<file path="config.mk">
export PLATFORM = sky130hd
export DESIGN_NAME = fetch_unit
export DESIGN_NICKNAME = d
export VERILOG_FILES = /design/src/rtl/fetch_unit.sv
export SDC_FILE = /design/constraint.sdc
export NUM_CORES = 1
export LEC_CHECK = 0
export CAP_MARGIN = 10
export CORE_AREA = 5 5 135 169
export CTS_CLUSTER_SIZE = 30
export DETAILED_ROUTE_END_ITERATION = 10
export DIE_AREA = 0 0 140 174
export PLACE_DENSITY = 0.68
export SYNTH_ARGS = -nofsm -noshare
export SYNTH_HDL_FRONTEND = slang
export SYNTH_SLANG_ARGS = --single-unit
</file>
<file path="constraint.sdc">
create_clock -name clk_i -period 3.3 [get_ports clk_i]
set_input_delay 0.33 -clock clk_i [delete_from_list [all_inputs] [get_ports clk_i]]
set_output_delay 0.33 -clock clk_i [all_outputs]
set_load 0.1 [all_outputs]
</file>
<file path="src/rtl/fetch_unit.sv">
// rtl/fetch_unit.sv - instruction fetch unit with redirect and in-flight drop handling
//
// Purpose: issues word-aligned fetches to instruction memory, holds the returned
// word for decode under a valid/ready handshake and follows redirects. A redirect
// that arrives while a request is outstanding is remembered, and the stale response
// is drained before the new target is fetched.
//
// Ports:
//   clk_i, rst_ni                  clock (rising edge), asynchronous active-low reset
//   imem_req_o, imem_addr_o        memory request and word address
//   imem_rvalid_i, imem_rdata_i    memory response
//   instr_o, pc_o, pc_plus4_o      held instruction, its address, address + 4
//   instr_valid_o, instr_ready_i   decode handshake
//   pc_src_i, pc_target_i          redirect request and target
//   fetch_count_o                  number of instructions accepted by decode
module fetch_unit #(
  parameter logic [31:0] RESET_PC = 32'h0000_0000
) (
  input  logic        clk_i,
  input  logic        rst_ni,
  output logic        imem_req_o,
  output logic [31:0] imem_addr_o,
  input  logic        imem_rvalid_i,
  input  logic [31:0] imem_rdata_i,
  output logic [31:0] instr_o,
  output logic [31:0] pc_o,
  output logic [31:0] pc_plus4_o,
  output logic        instr_valid_o,
  input  logic        instr_ready_i,
  input  logic        pc_src_i,
  input  logic [31:0] pc_target_i,
  output logic [31:0] fetch_count_o
);

  localparam logic [31:0] NOP = 32'h0000_0013;

  typedef enum logic [1:0] {
    IDLE  = 2'd0,
    FETCH = 2'd1,
    VALID = 2'd2,
    DROP  = 2'd3
  } state_e;

  state_e      state_q, state_d;
  logic [31:0] pc_q, pc_d;              // next address to fetch
  logic [31:0] drop_addr_q, drop_addr_d; // address of the request being drained
  logic [31:0] instr_q, instr_d;
  logic [31:0] instr_pc_q, instr_pc_d;  // address of the held instruction
  logic [31:0] count_q, count_d;
  logic [31:0] target;

  assign target = {pc_target_i[31:2], 2'b00};

  always_comb begin
    state_d     = state_q;
    pc_d        = pc_q;
    drop_addr_d = drop_addr_q;
    instr_d     = instr_q;
    instr_pc_d  = instr_pc_q;
    count_d     = count_q;
    unique case (state_q)
      IDLE: begin
        state_d = FETCH;
      end
      FETCH: begin
        if (pc_src_i) begin
          pc_d = target;
          if (!imem_rvalid_i) begin
            // Request stays in flight: keep presenting its address until it returns.
            drop_addr_d = pc_q;
            state_d     = DROP;
          end
        end else if (imem_rvalid_i) begin
          instr_d    = imem_rdata_i;
          instr_pc_d = pc_q;
          state_d    = VALID;
        end
      end
      VALID: begin
        if (instr_ready_i) begin
          count_d = count_q + 32'd1;
          pc_d    = pc_src_i ? target : pc_q + 32'd4;
          state_d = FETCH;
        end else if (pc_src_i) begin
          pc_d    = target;
          state_d = FETCH;
        end
      end
      DROP: begin
        if (pc_src_i) begin
          pc_d = target;
        end
        if (imem_rvalid_i) begin
          state_d = FETCH;
        end
      end
      default: begin
        state_d = IDLE;
      end
    endcase
  end

  always_ff @(posedge clk_i or negedge rst_ni) begin
    if (!rst_ni) begin
      state_q     <= IDLE;
      pc_q        <= RESET_PC;
      drop_addr_q <= RESET_PC;
      instr_q     <= NOP;
      instr_pc_q  <= RESET_PC;
      count_q     <= 32'd0;
    end else begin
      state_q     <= state_d;
      pc_q        <= pc_d;
      drop_addr_q <= drop_addr_d;
      instr_q     <= instr_d;
      instr_pc_q  <= instr_pc_d;
      count_q     <= count_d;
    end
  end

  assign imem_req_o    = (state_q == FETCH) || (state_q == DROP);
  assign imem_addr_o   = (state_q == DROP) ? drop_addr_q : pc_q;
  assign instr_valid_o = (state_q == VALID);
  assign instr_o       = instr_q;
  assign pc_o          = instr_pc_q;
  assign pc_plus4_o    = instr_pc_q + 32'd4;
  assign fetch_count_o = count_q;

endmodule

</file>
* Word level (Yosys, flattened, before mapping)
Cells that the tools add are included.
** Storage, ports and cells
- Bits in registers :: 162
- Output and inout port bits :: 162
- Input port bits :: 69
** Operators by class
- Add/sub/neg operators :: 3
- Bitwise logic cells :: 2
- Equality and inequality tests :: 7
- Reductions and logical operators :: 8
- Multiplexer cells :: 12
** Operators with widths (number)
- 32-bit 2-to-1 mux :: 4
- 32-bit by 3-bit adder with 32-bit output (second input constant) :: 2
- 32-bit case mux with 2 select lines :: 1
- 32-bit by 1-bit adder with 32-bit output (second input constant) :: 1
- 2-bit 2-to-1 mux :: 6
- 2-bit case mux with 4 select lines :: 1
- 3-bit inequality test (second input constant) :: 2
- 3-bit AND reduction :: 2
- 2-bit equality test (second input constant) :: 2
- 4-bit AND reduction :: 1
- 3-bit by 1-bit inequality test with 1-bit output (second input constant) :: 1
- 2-bit by 1-bit equality test with 1-bit output (second input constant) :: 1
- 2-bit zero test :: 1
- 2-bit inequality test (second input constant) :: 1
- 1-bit inverter :: 2
- 2-bit AND reduction :: 1
- 2-bit nonzero test :: 1
- 2-bit OR reduction :: 1
- 1-bit logical OR :: 1

* Depth between registers and ports, before layout
Gate-level depths: netlist of the first run.
- Depth after elaboration :: 4
- Mapped depth :: 8

* Worst setup path after synthesis of the first run
Ideal clock, no wire load.
- Path kind :: reg2out
- From :: reg instr_pc_q[3], in the netlist pc_o[3]
- To :: out pc_plus4_o[30]
- Setup slack :: -0.843 ns
- Arrival time :: 3.813 ns
- Data required time :: 2.970 ns
- Cell stages (with the launch flop) :: 7
- Buffers on the path :: 0
- Cell sequence :: dfrtp_1 -> ha_1 -> nand4_1 -> nor3_1 -> and4_1 -> nand4_1 -> xnor2_1
** On the way
- Longest elaborated chain between the ends :: 1
** RTL lines
- start, declared :: line 48 : logic [31:0] instr_pc_q, instr_pc_d;
- start signal, assigned :: line 116 : instr_pc_q <= instr_pc_d;
- 32-bit by 3-bit adder with 32-bit output :: line 126 : assign pc_plus4_o = instr_pc_q + 32'd4;
- end, declared :: line 27 : output logic [31:0] pc_plus4_o,
Every way passes these cells.

* Worst setup path in the final report of the first run
- From :: reg instr_pc_q[7], in the netlist pc_o[7]
- To :: out pc_plus4_o[31]
Same word-level chain as after synthesis.

==> reports/qor.csv, run 1 <==
stage,metric,value,unit
drt,Vias,6541,
synth,sequential area share after synthesis,49.2,%
final_layout,final cell count without fillers,1244,
floorplanning,die width,140,µm
final_layout,fraction of layout instances using a drive strength above 1,31.4,%
outcome,status,"finished, final reports clean",
pwr,Peak VDD IR,0.986,mV
critical_path,R2R cell count,6,
sta,RSZ-0062 raised after global routing,no,
global_route,vias in the first global route,6651,
drt,DRT Pass-1 Iters,5,
pwr,P_leak,0.00500,µW
drt,drc violations,0,
synth,synth unique cells,58,
critical_path,crit path capture,pc_plus4_o[31],
critical_path,CP arrival,2.76,ns
final_layout,post-route cell area,12100,µm²
critical_path,Setup crit start kind,flip-flop,
drt,Routed Antenna Nets,0,
cts,"Clk pin slew, worst setup/hold paths",0.07,ns
sta,Slew HR,32.9,%
cts,# resized after CTS,0,
global_route,Overflow after GRT,0,
critical_path,worst flop-to-flop path startpoint,pc_q[3]$_DFFE_PN0P_,
sta,endpoints failing setup,0,
synth,Synth Flop Type,dfrtp_1,
placement,pre-CTS setup slack,0.635,ns
cts,Max clock buf depth,2,
cts,H-Tree Depth,4,
synth,largest area contributor in the netlist,dfrtp_1,
critical_path,R2R Path End,pc_q[30]$_DFFE_PN0P_,
drt,routed length per placed instance,19.1,µm
drt,drt via density,5.26,
drt,initial drt markers,305,
sta,Final Slew Violations,0,
critical_path,CP Capture Type,output port,
placement,Post-DP Area,11500,µm²
floorplanning,total die area,24400,µm²
global_route,Global Route Usage Sum,19.6,%
critical_path,CP max FO,7,
cts,Root Driver,clkbuf_16,
worst_hold_path,Hold WC Path Type,flip-flop to flip-flop,
cts,CTS tree,yes,
critical_path,Worst EP required,2.97,ns
sta,Fmax,0.323,GHz
synth,Synth Cell Area,8250,µm²
critical_path,r2r setup slk,0.72,ns
critical_path,worst setup path start,pc_o[7]$_DFFE_PN0P_,
global_route,largest net degree at the start of global routing,82,
placement,Placed Cells incl. Taps,1210,
synth,syn_nets,804,
synth,instance count of the mapped netlist,732,
critical_path,critical path class,flip-flop to output port,
final_layout,area grow syn2layout,46.4,%
sta,setup ws final,0.209,ns
cts,# clock sinks,162,
final_layout,fin nets,1023,
drt,DRT Wirelength,23700,µm
floorplanning,I/O pins,231,
synth,Synth Area per Inst,11.3,µm²
sta,Final Hold Viols,0,
sta,crit share post-route,93.7,%
sta,Worst-Margin Slew,1.00,ns
sta,skew final,0.0104,ns
sta,post-layout minimum cycle time,3.09,ns
synth,Synth warnings,0,
pwr,PwrDens,956,nW/µm²
cts,worst skew pair latency,0.43,ns
synth,synth top area cells,"dfrtp_1 (48%), mux2_2 (18%), xnor2_1 (4.1%)",
floorplanning,Die Height,174,µm
placement,DPL Wire Length,17400,µm
job,Max-cap violations,0,
cts,CTS Buf Count,17,
synth,Yosys top cell area share,48.2,%
floorplanning,Std-Cell Rows,60,
synth,"flops & latches, synth",162,
final_layout,final core utilization,57.1,%
cts,"Setup Fix Bufs, Post-CTS",0,
synth,Post-synth ARST share,100,%
final_layout,fill count,1804,
placement,RePlAce Congestion,0.811,
synth,number of flops mapped to enable cells by yosys,0,
worst_hold_path,hold depth,1,
floorplanning,Starting Density,39.0,%
global_route,initial antenna violation count,1,
global_route,first-pass GRT wire length,37800,µm
placement,Port Buf Inserts,228,
floorplanning,core area,21200,µm²
==> flip-flops by register name, indices dropped and copies added (netlist names) <==
register       count
pc_q              32
instr_o           32
fetch_count_o     32
drop_addr_q       32
state_q            2
pc_o              32
==> worst max-delay path, cell delays in order (launching register included) <==
cell,delay (ns)
dfrtp_2,0.44
nand4_1,0.16
nor4_1,0.29
buf_4,0.20
nand4_1,0.39
nor2_1,0.45
xor2_4,0.20
buf_12,0.19
==> final cells by class <==
cell class | count | area (µm²) | share of cell area (%)
timing repair buffer | 249 | 2870 | 23.7
clock inverter | 15 | 161 | 1.34
sequential | 162 | 4070 | 33.7
antenna | 1 | 2.50 | 0.0207
clock buffer | 17 | 425 | 3.52
tap | 279 | 349 | 2.89
inverter | 10 | 37.5 | 0.311
multi-input combinational | 511 | 4170 | 34.5
==> layout by cell type (no fill, tap or decap), drive strengths merged, types with 3 or more instances in the layout <==
cell           Yosys  routed
nor3              14      14
nand2b             3       3
or4                4       4
and2               7       7
and3              20      20
o22ai             11      11
nor4               6       6
a22oi              5       5
xnor2             39      39
mux2i             13      13
nand4             22      22
xor2              21      21
buf               19      97
nor2              31      31
nand3             43      43
nand4b             4       4
mux2             129     129
clkdlybuf4s50      0     151
nand2             52      52
o21ai             17      17
ha                 3       3
o211ai             3       3
a2bb2oi            3       3
inv               10      19
or3                6       6
clkinv             0       5
a21oi             21      21
and4               6       6
nand3b             5       5
dfrtp            159     159
dfstp              3       3
clkbuf            29      17
o21a               3       3
==> per-stage QoR <==
| step | TNS [ns] | hold WS, ns | total power, µW |
|---|---|---|---|
| 4_1_cts | 0 | 0.478 | 11700 |
| 5_1_grt | 0 | 0.484 | 12000 |
| 2_1_floorplan | -0.996 | 0.0344 | 7790 |
| 3_5_place_dp | 0 | 0.461 | 9670 |
| 6_report | 0 | 0.484 | 11500 |
| 3_3_place_gp | 0 | 0.457 | 9630 |
==> where the power goes <==
part           switching, µW  internal [µW]  total (µW)
clock                    935           1020        1950
sequential               559           2440        3000
combinational           4680           1920        6600
==> cell families (layout without fill, tap and decap cells) <==
group,count (synthesis),in the layout,synth area share (%)
xor gates and xnor gates,60,60,6.37
adders and majority gates,3,3,0.455
DFF,162,162,49.2
and+or+nand+nor,227,227,14.7
muxes,142,142,19.2
buffers and inverters,59,291,4.10
other,0,1,0
AOI/OAI and AO/OA,79,79,6.05
==> cells in the mapped netlist (16+ instances only) <==
cell / instances
a21oi_1: 21
and3_1: 18
clkbuf_1: 23
dfrtp_1: 159
mux2_2: 129
nand2_1: 52
nand3_1: 41
nand4_1: 22
nor2_1: 30
o21ai_0: 16
xnor2_1: 39
xor2_1: 21
==> routing by layer <==
metal / global-route usage, % / part of all wire [%] / vias up / routed length [µm]
li1: - / - / 3059 / -
met1: 24.0 / 40 / 3271 / 9550
met3: 4.40 / 5.0 / 31 / 1180
met2: 33.9 / 52 / 180 / 12400
met4: 6.87 / 2.6 / 0 / 610
met5: 0 / 0 / - / 0
==> worst min path at each step <==
stage	slack, ns	to	startpoint
after global routing	0.48	pc_q[17]$_DFFE_PN0P_	pc_target_i[17]
after floorplan	0.03	drop_addr_q[0]$_DFFE_PN0P_	rst_ni
after global placement	0.46	instr_o[3]$_DFFE_PN0P_	rst_ni
final	0.48	fetch_count_o[31]$_DFFE_PN0P_	fetch_count_o[31]$_DFFE_PN0P_
after CTS	0.48	pc_q[13]$_DFFE_PN0P_	pc_target_i[13]
after detailed placement	0.46	instr_o[3]$_DFFE_PN0P_	rst_ni
==> what timing repair did <==
item                                   4_1_cts  5_1_grt
setup endpoints to repair                    0        0
endpoints found under the hold margin       20        0
hold buffers                                 1        0
Power figures use the tool's default switching activity.
==> run 2, diff against run 1 <==
--- a/config.mk
+++ b/config.mk
@@ -5,11 +5,12 @@
 export SDC_FILE = /design/constraint.sdc
 export NUM_CORES = 1
 export LEC_CHECK = 0
-export CAP_MARGIN = 10
+export CAP_MARGIN = 30
 export CORE_AREA = 5 5 135 169
 export CTS_CLUSTER_SIZE = 30
 export DETAILED_ROUTE_END_ITERATION = 10
 export DIE_AREA = 0 0 140 174
+export GPL_ROUTABILITY_DRIVEN = 0
 export PLACE_DENSITY = 0.68
 export SYNTH_ARGS = -nofsm -noshare
 export SYNTH_HDL_FRONTEND = slang
==> results of run 2 <==
Final layout, timing and power as in run 1 (identical DEF).
==> run 3, diff against run 2 <==
--- a/config.mk
+++ b/config.mk
@@ -6,12 +6,11 @@
 export NUM_CORES = 1
 export LEC_CHECK = 0
 export CAP_MARGIN = 30
-export CORE_AREA = 5 5 135 169
+export CORE_AREA = 5 5 144 180
 export CTS_CLUSTER_SIZE = 30
 export DETAILED_ROUTE_END_ITERATION = 10
-export DIE_AREA = 0 0 140 174
+export DIE_AREA = 0 0 149 185
 export GPL_ROUTABILITY_DRIVEN = 0
-export PLACE_DENSITY = 0.68
 export SYNTH_ARGS = -nofsm -noshare
 export SYNTH_HDL_FRONTEND = slang
 export SYNTH_SLANG_ARGS = --single-unit
==> reports/qor.csv, run 3 (synthesized netlist as in run 1, its figures left out) <==
stage,metric,value,unit,change
sta,Slew HR,32.2,%,was 32.9%
sta,Fmax,0.320,GHz,was 0.323 GHz
placement,DPL Wire Length,18200,µm,was 17400 µm
drt,Vias,6554,,was 6541
floorplanning,total die area,27600,µm²,was 24400 µm²
final_layout,fill count,2217,,was 1804
pwr,Peak VDD IR,0.852,mV,was 0.986 mV
floorplanning,Die Height,185,µm,was 174 µm
pwr,PwrDens,951,nW/µm²,was 956 nW/µm²
critical_path,CP Capture Type,output port,,unchanged
global_route,initial antenna violation count,4,,was 1
cts,Max clock buf depth,2,,unchanged
final_layout,"most common cell after layout, fill and taps aside",dfrtp_1,,unchanged
sta,Final Hold Viols,0,,unchanged
critical_path,R2R Path End,pc_q[30]$_DFFE_PN0P_,,unchanged
floorplanning,die width,149,µm,was 140 µm
final_layout,final core utilization,50.4,%,was 57.1%
global_route,Global Route Usage Sum,18.3,%,was 19.6%
cts,"Clk pin slew, worst setup/hold paths",0.06,ns,was 0.07 ns
sta,Worst-Margin Slew,1.01,ns,was 1.00 ns
critical_path,CP max FO,7,,unchanged
critical_path,CP max stage cell,dfrtp_2,,was nor2_1
drt,WL met1,10100,µm,was 9550 µm
drt,initial drt markers,304,,was 305
final_layout,register area,4070,µm²,unchanged
worst_hold_path,worst hold endpoint,pc_q[14]$_DFFE_PN0P_,,was fetch_count_o[31]$_DFFE_PN0P_
floorplanning,core area,24200,µm²,was 21200 µm²
drt,met3 WL,1650,µm,was 1180 µm
outcome,status,"finished, final reports clean",,unchanged
worst_hold_path,Hold WC Path Type,primary input to flip-flop,,was flip-flop to flip-flop
critical_path,CP cell instances,nand4_1 > nor4_1 > buf_4 > nand4_1 > nor2_1 > xor2_4 > buf_12,,unchanged
placement,Port Buf Inserts,228,,unchanged
sta,Final Slew Violations,0,,unchanged
sta,setup ws final,0.172,ns,was 0.209 ns
drt,drc violations,0,,unchanged
cts,worst skew pair latency,0.43,ns,about the same
sta,endpoints failing setup,0,,unchanged
critical_path,worst flop-to-flop path startpoint,pc_q[3]$_DFFE_PN0P_,,unchanged
critical_path,"Top cell by count, worst path",nand4_1,,unchanged
final_layout,most frequent cells in the layout,"dfrtp_1 (153), clkdlybuf4s50_1 (151), mux2_2 (129)",,unchanged
final_layout,fin nets,1029,,was 1023
critical_path,Worst EP required,2.97,ns,about the same
drt,drt via density,5.04,,was 5.26
cts,# clock sinks,162,,unchanged
critical_path,R2R cell count,6,,unchanged
sta,post-layout minimum cycle time,3.13,ns,was 3.09 ns
critical_path,"Largest stage delay, worst path",0.44,ns,was 0.45 ns
worst_hold_path,hold path startpoint,pc_target_i[14],,was fetch_count_o[31]$_DFFE_PN0P_
final_layout,area grow syn2layout,47.7,%,was 46.4%
pwr,total power,11600,µW,was 11500 µW
floorplanning,Starting Density,34.1,%,was 39.0%
cts,Root Driver,clkbuf_16,,unchanged
critical_path,r2r setup slk,0.95,ns,was 0.72 ns
global_route,Overflow after GRT,0,,unchanged
drt,DRT Pass-1 Iters,4,,was 5
sta,RSZ-0062 raised after global routing,no,,unchanged
cts,H-Tree Depth,4,,unchanged
global_route,vias in the first global route,6779,,was 6651
floorplanning,I/O pins,231,,unchanged
critical_path,CP arrival,2.80,ns,was 2.76 ns
placement,pre-CTS setup slack,0.629,ns,was 0.635 ns
sta,setup TNS,0,ns,unchanged
job,Max-cap violations,0,,unchanged
final_layout,fraction of layout instances using a drive strength above 1,31.8,%,was 31.4%
pwr,P_leak,0.00501,µW,was 0.00500 µW
drt,DRT Wirelength,25000,µm,was 23700 µm
drt,routed length per placed instance,19.2,µm,was 19.1 µm
worst_hold_path,hold depth,3,,was 1
drt,top sig layer,met5,,was met4
drt,Routed Antenna Nets,0,,unchanged
cts,CTS tree,yes,,unchanged
critical_path,critical path class,flip-flop to output port,,unchanged
sta,skew final,0.00987,ns,was 0.0104 ns
final_layout,multi-input logic area,4180,µm²,was 4170 µm²
sta,crit share post-route,94.8,%,was 93.7%
cts,CTS Buf Count,17,,unchanged
global_route,largest net degree at the start of global routing,83,,was 82
global_route,first-pass GRT wire length,39100,µm,was 37800 µm
drt,met2 WL post-DR,12800,µm,was 12400 µm
floorplanning,Std-Cell Rows,64,,was 60
critical_path,Setup crit start kind,flip-flop,,unchanged
[run 3: cell type report]
cell class                      count  share of cell area, %
Antenna cell                        1                 0.0205
Clock buffer                       19                   3.64
Clock inverter                     12                   1.09
Inverter                           10                  0.308
Multi-Input combinational cell    511                   34.3
Sequential cell                   162                   33.4
Tap cell                          330                   3.39
Timing Repair Buffer              255                   23.9
[run 3: metal layers]
metal | track usage (%) | vias to the layer above
li1 | - | 3069
met1 | 22.6 | 3263
met2 | 30.9 | 179
met3 | 5.58 | 37
met4 | 5.90 | 6
met5 | 0 | -
[run 3: metrics by stage]
step,area [µm²],hold WS [ns],cells
after CTS,12200,0.458,1299
after global placement,11600,0.453,1267
after detailed placement,11600,0.456,1267
after floorplan,8560,0.0344,732
after global routing,12200,0.490,1300
final,12200,0.478,1300
[run 3: power by group]
| part | internal (µW) | switching, µW |
|---|---|---|
| clock network | 1130 | 836 |
| registers | 2440 | 557 |
| logic | 1930 | 4690 |
[run 3: worst max path at each step]
stage,start,endpoint,slack [ns]
final,pc_o[7]$_DFFE_PN0P_,pc_plus4_o[31],0.17
after global routing,pc_o[7]$_DFFE_PN0P_,pc_plus4_o[27],0.02
after CTS,pc_o[7]$_DFFE_PN0P_,pc_plus4_o[31],0.15
after detailed placement,pc_o[2]$_DFFE_PN0P_,pc_plus4_o[30],0.63
after global placement,pc_o[2]$_DFFE_PN0P_,pc_plus4_o[30],0.61
after floorplan,pc_o[3]$_DFFE_PN0P_,pc_plus4_o[30],-0.24
[run 3: critical path: cells and delay by family (launching register included)]
kind / cells / cell delay (ns)
and+or+nand+nor: 4 / 1.33
buffers and inverters: 2 / 0.40
xor gates and xnor gates: 1 / 0.19
DFF: 1 / 0.44
[run 3: timing repair]
action / 4_1_cts / 5_1_grt
setup endpoints to repair: 0 / 3
resized for setup: 0 / 1
hold buffers: 1 / 0
hold endpoints to repair: 7 / 0
setup buffers: 0 / 0
